File: config.mk
export PLATFORM = sky130hd
export DESIGN_NAME = alu_md
export DESIGN_NICKNAME = d
export VERILOG_FILES = /design/src/rtl/alu_md_pkg.sv /design/src/rtl/alu_md_div_iter.sv /design/src/rtl/alu_md.sv
export SDC_FILE = /design/constraint.sdc
export NUM_CORES = 2
export LEC_CHECK = 0
export ABC_AREA = 0
export ABC_CLOCK_PERIOD_IN_PS = 25300
export CAP_MARGIN = 20
export CORE_ASPECT_RATIO = 0.8
export CORE_MARGIN = 4
export CORE_UTILIZATION = 25
export CTS_CLUSTER_SIZE = 12
export DETAILED_ROUTE_END_ITERATION = 10
export PLACE_DENSITY_LB_ADDON = 0.05
export SLEW_MARGIN = 30
export SYNTH_ARGS = -nofsm -noshare
export SYNTH_HDL_FRONTEND = slang
export SYNTH_SLANG_ARGS = --single-unit
export TNS_END_PERCENT = 5
File: constraint.sdc
create_clock -name clk -period 25.3 [get_ports clk]
set_input_delay 2.53 -clock clk [delete_from_list [all_inputs] [get_ports clk]]
set_output_delay 2.53 -clock clk [all_outputs]
set_load 0.02 [all_outputs]
File: src/rtl/alu_md_pkg.sv
// Shared types for the alu_md execute unit.
// Contents: op_class_t (request class), funct3 encodings for the integer ALU,
// branch comparator and M extension, and state_t for the control FSM.
package alu_md_pkg;

  typedef enum logic [1:0] {
    OPC_ALU    = 2'd0,
    OPC_BRANCH = 2'd1,
    OPC_ADDR   = 2'd2,
    OPC_MD     = 2'd3
  } op_class_t;

  typedef enum logic [1:0] {
    IDLE = 2'd0,
    DIV  = 2'd1,
    DONE = 2'd2
  } state_t;

  localparam logic [2:0] FUNCT3_ADD  = 3'b000;
  localparam logic [2:0] FUNCT3_SLL  = 3'b001;
  localparam logic [2:0] FUNCT3_SLT  = 3'b010;
  localparam logic [2:0] FUNCT3_SLTU = 3'b011;
  localparam logic [2:0] FUNCT3_XOR  = 3'b100;
  localparam logic [2:0] FUNCT3_SR   = 3'b101;
  localparam logic [2:0] FUNCT3_OR   = 3'b110;
  localparam logic [2:0] FUNCT3_AND  = 3'b111;

  localparam logic [2:0] FUNCT3_BEQ  = 3'b000;
  localparam logic [2:0] FUNCT3_BNE  = 3'b001;
  localparam logic [2:0] FUNCT3_BLT  = 3'b100;
  localparam logic [2:0] FUNCT3_BGE  = 3'b101;
  localparam logic [2:0] FUNCT3_BLTU = 3'b110;
  localparam logic [2:0] FUNCT3_BGEU = 3'b111;

  localparam logic [2:0] FUNCT3_MUL    = 3'b000;
  localparam logic [2:0] FUNCT3_MULH   = 3'b001;
  localparam logic [2:0] FUNCT3_MULHSU = 3'b010;
  localparam logic [2:0] FUNCT3_MULHU  = 3'b011;
  localparam logic [2:0] FUNCT3_DIV    = 3'b100;
  localparam logic [2:0] FUNCT3_DIVU   = 3'b101;
  localparam logic [2:0] FUNCT3_REM    = 3'b110;
  localparam logic [2:0] FUNCT3_REMU   = 3'b111;

endpackage

File: src/rtl/alu_md_div_iter.sv
// Radix-2 restoring divider on unsigned XLEN-bit operands.
// Ports: clk, rst (sync, active-high), start (load operands and do the first
// iteration), dividend, divisor, quotient, remainder, done (one-cycle pulse
// once quotient/remainder hold the final values; they stay put until the
// next start).
module div_iter #(
  parameter int XLEN = 32
) (
  input  logic            clk,
  input  logic            rst,
  input  logic            start,
  input  logic [XLEN-1:0] dividend,
  input  logic [XLEN-1:0] divisor,
  output logic [XLEN-1:0] quotient,
  output logic [XLEN-1:0] remainder,
  output logic            done
);
  localparam int CW = $clog2(XLEN) + 1;

  logic [XLEN-1:0] dvsr;
  logic [CW-1:0]   cnt;
  logic            busy;

  // One restoring step: shift in the next dividend bit and subtract if it fits.
  function automatic logic [2*XLEN-1:0] step(input logic [XLEN-1:0] r,
                                             input logic [XLEN-1:0] q,
                                             input logic [XLEN-1:0] d);
    logic [XLEN:0] sh;
    logic [XLEN:0] df;
    sh = {r, q[XLEN-1]};
    df = sh - {1'b0, d};
    if (!df[XLEN]) step = {df[XLEN-1:0], q[XLEN-2:0], 1'b1};
    else           step = {sh[XLEN-1:0], q[XLEN-2:0], 1'b0};
  endfunction

  always_ff @(posedge clk) begin
    if (rst) begin
      remainder <= '0;
      quotient  <= '0;
      dvsr      <= '0;
      cnt       <= '0;
      busy      <= 1'b0;
      done      <= 1'b0;
    end else begin
      done <= 1'b0;
      if (start) begin
        {remainder, quotient} <= step('0, dividend, divisor);
        dvsr <= divisor;
        cnt  <= CW'(XLEN - 1);
        busy <= 1'b1;
      end else if (busy) begin
        {remainder, quotient} <= step(remainder, quotient, dvsr);
        cnt <= cnt - CW'(1);
        if (cnt == CW'(1)) begin
          busy <= 1'b0;
          done <= 1'b1;
        end
      end
    end
  end

endmodule

File: src/rtl/alu_md.sv
// Handshaked RV32I/RV64I execute unit: integer ALU, branch comparator,
// address adder and M extension (single-cycle multiply, iterative divide).
// Ports: clk, rst (sync, active-high); request side in_valid/in_ready with
// op_class, funct3, funct7_5, imm_op, alu_in1, alu_in2; result side
// out_valid/out_ready with alu_result and predicate (branch taken).
module alu_md
  import alu_md_pkg::*;
#(
  parameter int XLEN    = 32,
  parameter int SHAMT_W = $clog2(XLEN)
) (
  input  logic            clk,
  input  logic            rst,
  input  logic            in_valid,
  output logic            in_ready,
  input  logic [1:0]      op_class,
  input  logic [2:0]      funct3,
  input  logic            funct7_5,
  input  logic            imm_op,
  input  logic [XLEN-1:0] alu_in1,
  input  logic [XLEN-1:0] alu_in2,
  output logic            out_valid,
  input  logic            out_ready,
  output logic [XLEN-1:0] alu_result,
  output logic            predicate
);
  localparam logic [XLEN-1:0] MOST_NEG = {1'b1, {(XLEN-1){1'b0}}};

  state_t    state;
  op_class_t opc;
  logic      fire;

  logic [SHAMT_W-1:0]      shamt;
  logic [XLEN-1:0]         sum, diff;
  logic                    lt_s, lt_u, eq;
  logic [XLEN-1:0]         res_p0;
  logic                    pred_p0;
  logic signed [XLEN:0]    mul_a, mul_b;
  logic signed [2*XLEN-1:0] prod;
  logic                    div_signed, div_zero, div_ovf, need_div;
  logic [XLEN-1:0]         dvd_mag, dvs_mag;

  logic                    rem_p1, neg_q_p1, neg_r_p1;
  logic [XLEN-1:0]         div_quo, div_rem;
  logic                    div_done;

  function automatic logic [XLEN-1:0] negate_if(input logic neg,
                                                input logic [XLEN-1:0] v);
    negate_if = neg ? (~v + XLEN'(1)) : v;
  endfunction

  assign opc      = op_class_t'(op_class);
  assign in_ready = (state == IDLE) && (!out_valid || out_ready) && !rst;
  assign fire     = in_valid && in_ready;

  assign shamt = alu_in2[SHAMT_W-1:0];
  assign sum   = alu_in1 + alu_in2;
  assign diff  = alu_in1 - alu_in2;
  assign lt_s  = $signed(alu_in1) < $signed(alu_in2);
  assign lt_u  = alu_in1 < alu_in2;
  assign eq    = alu_in1 == alu_in2;

  // Operand sign extension selects MULH / MULHSU / MULHU behaviour.
  assign mul_a = {(funct3 != FUNCT3_MULHU) & alu_in1[XLEN-1], alu_in1};
  assign mul_b = {((funct3 == FUNCT3_MUL) || (funct3 == FUNCT3_MULH)) & alu_in2[XLEN-1],
                  alu_in2};
  assign prod  = (2*XLEN)'(mul_a) * (2*XLEN)'(mul_b);

  assign div_signed = !funct3[0];
  assign div_zero   = alu_in2 == '0;
  assign div_ovf    = div_signed && (alu_in1 == MOST_NEG) && (alu_in2 == '1);
  assign need_div   = (opc == OPC_MD) && funct3[2] && !div_zero && !div_ovf;
  assign dvd_mag    = negate_if(div_signed & alu_in1[XLEN-1], alu_in1);
  assign dvs_mag    = negate_if(div_signed & alu_in2[XLEN-1], alu_in2);

  always_comb begin
    res_p0  = '0;
    pred_p0 = 1'b0;
    unique case (opc)
      OPC_ALU: begin
        unique case (funct3)
          FUNCT3_ADD:  res_p0 = (funct7_5 && !imm_op) ? diff : sum;
          FUNCT3_SLL:  res_p0 = alu_in1 << shamt;
          FUNCT3_SLT:  res_p0 = {{(XLEN-1){1'b0}}, lt_s};
          FUNCT3_SLTU: res_p0 = {{(XLEN-1){1'b0}}, lt_u};
          FUNCT3_XOR:  res_p0 = alu_in1 ^ alu_in2;
          FUNCT3_SR:   res_p0 = funct7_5 ? XLEN'($signed(alu_in1) >>> shamt)
                                         : alu_in1 >> shamt;
          FUNCT3_OR:   res_p0 = alu_in1 | alu_in2;
          default:     res_p0 = alu_in1 & alu_in2;
        endcase
      end
      OPC_BRANCH: begin
        res_p0 = diff;
        unique case (funct3)
          FUNCT3_BEQ:  pred_p0 = eq;
          FUNCT3_BNE:  pred_p0 = !eq;
          FUNCT3_BLT:  pred_p0 = lt_s;
          FUNCT3_BGE:  pred_p0 = !lt_s;
          FUNCT3_BLTU: pred_p0 = lt_u;
          FUNCT3_BGEU: pred_p0 = !lt_u;
          default:     pred_p0 = 1'b0;
        endcase
      end
      OPC_ADDR: res_p0 = sum;
      default: begin
        if (!funct3[2])
          res_p0 = (funct3 == FUNCT3_MUL) ? prod[XLEN-1:0] : prod[2*XLEN-1:XLEN];
        else if (div_zero)
          res_p0 = funct3[1] ? alu_in1 : '1;
        else
          res_p0 = funct3[1] ? '0 : alu_in1;
      end
    endcase
  end

  div_iter #(.XLEN(XLEN)) u_div (
    .clk       (clk),
    .rst       (rst),
    .start     (fire && need_div),
    .dividend  (dvd_mag),
    .divisor   (dvs_mag),
    .quotient  (div_quo),
    .remainder (div_rem),
    .done      (div_done)
  );

  // Stage p1: sign fix-up flags captured at divide issue.
  always_ff @(posedge clk) begin
    if (fire && need_div) begin
      rem_p1   <= funct3[1];
      neg_q_p1 <= div_signed & (alu_in1[XLEN-1] ^ alu_in2[XLEN-1]);
      neg_r_p1 <= div_signed & alu_in1[XLEN-1];
    end
  end

  // Result register and control FSM.
  always_ff @(posedge clk) begin
    if (rst) begin
      state      <= IDLE;
      out_valid  <= 1'b0;
      alu_result <= '0;
      predicate  <= 1'b0;
    end else begin
      if (out_valid && out_ready) out_valid <= 1'b0;
      unique case (state)
        IDLE: begin
          if (fire) begin
            if (need_div) begin
              state <= DIV;
            end else begin
              out_valid  <= 1'b1;
              alu_result <= res_p0;
              predicate  <= pred_p0;
            end
          end
        end
        DIV: begin
          if (div_done) state <= DONE;
        end
        default: begin
          state      <= IDLE;
          out_valid  <= 1'b1;
          predicate  <= 1'b0;
          alu_result <= rem_p1 ? negate_if(neg_r_p1, div_rem)
                               : negate_if(neg_q_p1, div_quo);
        end
      endcase
    end
  end

endmodule

## After elaboration in Yosys (flattened, before gate mapping)

Index checks and enable logic that the tools add are counted.

- Bits in registers: 143
- Input port bits: 75
- Output and inout port bits: 35
- Word-level logic and storage cells: 137

- Add/sub/neg operators: 9
- Multipliers: 1
- Order comparisons: 2
- Equal/unequal tests: 20
- Shift-type cells: 3
- Mux-type cells: 42
- Bitwise logic cells: 15
- Reduce and logical (&&, ||, !) cells: 31

Operator list:

| operator | number |
|---|---|
| 2-to-1 mux 32 bit | 18 |
| one-hot mux 32 bit (7 select lines) | 1 |
| adder 32 x 1 -> 32 bit, second input constant | 4 |
| 2-to-1 mux 64 bit | 2 |
| inverter 32 bit | 4 |
| one-hot mux 32 bit (3 select lines) | 1 |
| equality test 32 bit, second input constant | 2 |
| < comparator 32 bit | 2 |
| multiplier 33 x 33 -> 64 bit | 1 |
| one-hot mux 32 bit (2 select lines) | 1 |
| subtractor 1 x 32 -> 33 bit | 1 |
| subtractor 33 x 32 -> 33 bit | 1 |
| adder 32 bit | 1 |
| AND 32 bit | 1 |
| equality test 32 bit | 1 |
| zero test 32 bit | 1 |
| OR 32 bit | 1 |
| << shifter 32 x 5 -> 32 bit | 1 |
| right shift 32 x 5 -> 32 bit | 1 |
| >>> shifter 32 x 5 -> 32 bit | 1 |
| subtractor 32 bit | 1 |
| XOR 32 bit | 1 |
| equality test 3 bit, second input constant | 4 |
| logical AND 1 bit | 11 |
| other kinds (26) | 60 |

## Longest topological paths before layout

- Word-level depth: 10
- Mapped depth: 33
- Depth with buffers taken out: 29

## Modules after synthesis

A second synthesis with hierarchy kept.

- Cells, all modules: 7347
- Area, all modules: 59468.3 um^2

Modules (own cells, without submodules):

| module | instances | cells an instance | area an instance (um^2) | sequential area each (um^2) |
|---|---|---|---|---|
| alu_md | 1 | 6545 | 53038.4 | 810.8 |
| div_iter | 1 | 802 | 6429.9 | 2082.0 |

## Least setup slack after synthesis

Ideal clock, no wire load.

- Kind: input to register
- From: input port alu_in2[3]
- To: register alu_result[30]
- Setup time: 95 ps
- Data arrival time: 11003 ps
- Data required time: 25205 ps
- Slack: 14202 ps
- Stages on the path: 28
- Buffers on the path: 6
- Cell sequence: buf_2 > buf_1 > clkbuf_1 > buf_1 > clkbuf_1 > nand2_1 > inv_1 > fa_1 > fa_1 > fa_1 > inv_1 > fa_1 > fa_1 > fa_1 > fa_1 > fa_1 > inv_1 > ha_1 > clkbuf_1 > a21o_1 > a21o_1 > a21oi_1 > o21ai_0 > a211o_1 > o41ai_1 > o22ai_1 > a31o_2 > a221oi_1

- Word-level cells in the longest chain between the ends: 7
- Elaborated cells on any way between the ends: 25
- Classes of those cells: add/sub (2); mul (1); eq/ne (2); shift (3); mux (10); reduce/logical (7)

Ends and longest elaborated chain:

| item | RTL line | source |
|---|---|---|
| start, declared | alu_md.sv:21 | `input logic [XLEN-1:0] alu_in2,` |
| multiplier 33 x 33 -> 64 bit (tied with other cells) | alu_md.sv:67 | `assign prod = (2*XLEN)'(mul_a) * (2*XLEN)'(mul_b);` |
| 2-to-1 mux 32 bit (on tied branches) | n/a |  |
| 2-to-1 mux 32 bit or one-hot mux 32 bit (7 select lines) (tied branches) | alu_md.sv:107, alu_md.sv:81 |  |
| one-hot mux 32 bit (3 select lines) | alu_md.sv:79 | `unique case (opc)` |
| 2-to-1 mux 32 bit | alu_md.sv:149 | `if (need_div) begin` |
| 2-to-1 mux 32 bit | alu_md.sv:148 | `if (fire) begin` |
| one-hot mux 32 bit (2 select lines) | alu_md.sv:146 | `unique case (state)` |
| end signal, assigned | alu_md.sv:153 | `alu_result <= res_p0;` |
| end signal, assigned | alu_md.sv:165 | `alu_result <= rem_p1 ? negate_if(neg_r_p1, div_rem)` |
| end, declared | alu_md.sv:24 | `output logic [XLEN-1:0] alu_result,` |

Several ways; a longest one is shown, not always the timed one. The select of a mux whose other input is x is not followed.
A chain may end at the register's enable or synchronous reset.

## Worst setup path in the final report

- From: input port funct3[1]
- To: register alu_result[26]

- Word-level cells in the longest chain between the ends: 10
- Elaborated cells on any way between the ends: 22
- Classes of those cells: mul (1); eq/ne (7); mux (10); bitwise (2); reduce/logical (2)

Ends and longest elaborated chain:

| item | RTL line | source |
|---|---|---|
| start, declared | alu_md.sv:17 | `input logic [2:0] funct3,` |
| equality test 3 x 1 -> 1 bit or zero test 3 bit (tied branches) | alu_md.sv:65, alu_md.sv:81, alu_md.sv:108 |  |
| logical OR 1 bit | alu_md.sv:65 | `assign mul_b = {((funct3 == FUNCT3_MUL) \|\| (funct3 == FUNCT3_MULH)) & alu_in2[XLEN-1],` |
| AND 1 bit | alu_md.sv:65 |  |
| multiplier 33 x 33 -> 64 bit | alu_md.sv:67 |  |
| 2-to-1 mux 32 bit | alu_md.sv:108 | `res_p0 = (funct3 == FUNCT3_MUL) ? prod[XLEN-1:0] : prod[2*XLEN-1:XLEN];` |
| 2-to-1 mux 32 bit | alu_md.sv:107 | `if (!funct3[2])` |
| one-hot mux 32 bit (3 select lines) * | alu_md.sv:79 |  |
| 2-to-1 mux 32 bit * | alu_md.sv:149 |  |
| 2-to-1 mux 32 bit * | alu_md.sv:148 |  |
| one-hot mux 32 bit (2 select lines) * | alu_md.sv:146 |  |

Mark *: on every way between the ends. The rest lies on a longest branch, timed or not. The select of a mux whose other input is x is not followed.

==> flow_metrics.env <==
export IMPL_postCtsHoldBufs=0
export IMPL_worstSetupPathType="in2reg"
export IMPL_rows=159
export IMPL_cp_arrival_ns=13.20
export IMPL_timing_hold_ws_ns=0.465
export IMPL_routed_via_density=5.35
export IMPL_cts_htree_levels=4
export IMPL_path_common_cell="fa_1"
export IMPL_syn_inst=7279
export IMPL_yosysTopAreaCell="fa_1"
export IMPL_crit_buf_inv=5
export IMPL_grt_max_degree=79
export IMPL_fp_dieArea_um2=244000
export IMPL_core_um2=235000
export IMPL_fin_crit_sh_pct=50.8
export IMPL_multiInputGateArea_um2=49600
export IMPL_hp_class="reg2reg"
export IMPL_startpoint_type="input port"
export IMPL_clk_latency_ns=0.49
export IMPL_ys_ff_latch=143
export IMPL_synthArstFlopShare_pct=0
export IMPL_synth_fp_nets=8832
export IMPL_clkTransAtPathRegs_ns=0.08
export IMPL_max_freq_mhz=77.8
export IMPL_die_h_um=443
export IMPL_r2r_start="state[1]$_SDFFE_PP0P_"
export IMPL_synthFlopType="dfxtp_1"
export IMPL_area_growth_pct=8.99
export IMPL_synth_edf_count=3
export IMPL_gp_congestion=0.989
export IMPL_die_x_um=552
export IMPL_syn_area_um2=59100
export IMPL_outcome="complete, no violations"
export IMPL_synth_avg_cell_area_um2=8.12
export IMPL_tightest_slew_ns=1.12
export IMPL_final_max_slew_viol_count=0
export IMPL_drv_cap=0
export IMPL_grt_overflow=0
export IMPL_cts_made_buffers=17
export IMPL_initial_core_util_pct=25.2
export IMPL_drt_initial_drc_count=5922
export IMPL_setup_worst_path_end_class="flop"
export IMPL_postRouteAntennaNets=0
export IMPL_tns_ns=0
export IMPL_cts_tree="done"
export IMPL_io_pins=110
export IMPL_crit_required_ns=25.64
export IMPL_min_period_ns=12.86
export IMPL_cp_slowest_stage_delay_ns=0.79
export IMPL_synth_top_cells_by_area="fa_1 38%, inv_1 7.9%, ha_1 7.4%"
export IMPL_fin_worst_skew_ns=0.0223
export IMPL_setup_viol=0
export IMPL_rsz0062_at_grt="no"
export IMPL_grtUsageTotal_pct=28.5
export IMPL_clock_root_buffer="clkbuf_16"
export IMPL_seqCellArea_um2=2900
export IMPL_worstPathMaxFanout=33
export IMPL_clock_sinks=143
export IMPL_yosys_area_top_type_share_pct=38.2
export IMPL_synth_cell_type_count=100
export IMPL_path_delay_family="adder cells"
export IMPL_finalHoldViolations=0
export IMPL_drc=0
export IMPL_fillers=25736
export IMPL_hpwl_um=279000
export IMPL_nets=8695
export IMPL_wl_per_cell_um=34.3
export IMPL_antenna_found_initial=53
export IMPL_grt_pass1_wl_um=487000
export IMPL_drtPass1Iterations=6
export IMPL_post_cts_buffers=0
export IMPL_port_buffers=109
export IMPL_cp_startpoint="funct3[1]"
export IMPL_num_vias=55089
export IMPL_yosysSeqAreaShare_pct=4.90
export IMPL_grt_pass1_vias=55951
export IMPL_slew_headroom_pct=24.8
export IMPL_ys_warn_count=0
export IMPL_cts_resized=0
export IMPL_cp_slowest_cell="fa_1"
export IMPL_detail_route_wirelength_um=354000
export IMPL_min_from="alu_result[21]$_SDFFE_PP0P_"
export IMPL_drive_gt1_share_pct=7.03
export IMPL_clk_path_buf_depth=2
==> logic make-up (layout without fill, tap and decap cells) <==
logic type	Yosys count	after routing	synth area share [%]
AND/OR/NAND/NOR	2153	2153	15.6
XOR/XNOR	261	261	3.87
multiplexers	171	171	4.12
buffers and inverters	1777	1653	11.4
other	0	10	0
AO/OA/AOI/OAI	1296	1296	14.5
flip-flops	143	143	4.90
adder cells (fa/ha/maj)	1478	1478	45.6
==> layout make-up <==
class	count	area share [%]
Antenna cell	10	0.0389
Clock buffer	18	0.682
Multi-Input combinational cell	5359	77.0
Tap cell	3139	6.10
Inverter	1273	7.42
Clock inverter	14	0.187
Sequential cell	143	4.50
Timing Repair Buffer	348	4.03
==> worst paths after layout <==
| kind | slack (ns) | cells past startpoint | endpoint |
|---|---|---|---|
| setup / recovery | 12.44 | 25 | alu_result[26]$_SDFFE_PP0P_ |
| hold / removal | 0.46 | 2 | alu_result[21]$_SDFFE_PP0P_ |
| setup reg to reg | 20.80 | 11 | u_div.remainder[25]$_SDFFE_PP0P_ |
| hold reg to reg | 0.46 | 2 | alu_result[21]$_SDFFE_PP0P_ |
==> flip-flops by register name, summed over array words and instances, names as in the netlist, 2 cells and up <==
name             cells
state                2
u_div.cnt            6
u_div.remainder     32
u_div.quotient      32
u_div.dvsr          32
alu_result          32
==> routing by layer <==
| layer | global-route usage, % | part of all wire [%] |
|---|---|---|
| met4 | 9.01 | 3.8 |
| met2 | 42.2 | 42 |
| met1 | 42.1 | 47 |
| met5 | 0 | 0.054 |
| met3 | 4.58 | 7.0 |
==> synthesized netlist by cell type (22+ instances only) <==
master	instances
a211oi_1	75
a21o_1	82
a21oi_1	322
a221oi_1	32
a31oi_1	52
and2_1	33
and3_1	25
buf_1	117
buf_2	27
clkbuf_1	355
dfxtp_1	140
fa_1	1128
ha_1	350
inv_1	1244
mux2i_1	97
mux4_2	56
nand2_1	959
nand2b_1	22
nand3_1	118
nand4_1	58
nor2_1	693
nor2b_1	25
nor3_1	87
nor4_1	42
o211ai_1	55
o21a_1	29
o21ai_0	295
o21bai_1	23
o221ai_1	24
o31ai_1	54
o41ai_1	23
or3_1	26
xnor2_1	196
xor2_1	65
==> layout by cell type, fill, tap and decap left out, types with 19 or more instances in the layout <==
cell type,synthesis,layout
o21a_1,29,29
nor3_1,87,84
clkinv_1,14,19
or3_1,26,25
buf_4,5,245
o221ai_1,24,24
ha_1,350,350
buf_2,27,55
nand4_1,58,58
o211ai_1,55,55
inv_2,15,21
fa_1,1128,1128
and3_1,25,25
nand3_1,118,118
a221oi_1,32,32
inv_1,1244,1232
o21bai_1,23,22
nand2_1,959,958
nor4_1,42,40
nor2_1,693,682
a21oi_1,322,321
clkdlybuf4s50_1,0,48
dfxtp_1,140,139
o21ai_0,295,292
o41ai_1,23,23
o31ai_1,54,53
mux2i_1,97,97
a211oi_1,75,74
a21o_1,82,82
xor2_1,65,65
nand2b_1,22,21
a31oi_1,52,52
nor2b_1,25,24
xnor2_1,196,192
and2_1,33,33
mux4_2,56,56
==> worst register-to-register path, cell delays in order (launching register included) <==
cell and delay (ns):
dfxtp_1 0.33, inv_1 0.13, nand2_1 0.09, buf_4 0.34, nor3_1 0.14, nand2_1 0.42, or3_4 0.45, buf_4 0.73
buf_4 0.65, nand2_1 0.53, o21ai_0 0.42, o32ai_1 0.15
==> through the flow <==
step	cell area, µm²	worst slack (ns)	utilization [%]	cells
floorplan	59100	14.20	-	7279
global placement	63800	11.71	27.1	10262
detailed placement	63800	11.74	27.2	10262
CTS	64400	12.24	27.4	10294
global route	64400	11.99	27.4	10295
finish	64400	12.44	27.4	10304
Power is left out: the tool's default activity adds up to more than one toggle a clock period on the data nets, which glitch-free logic cannot reach.
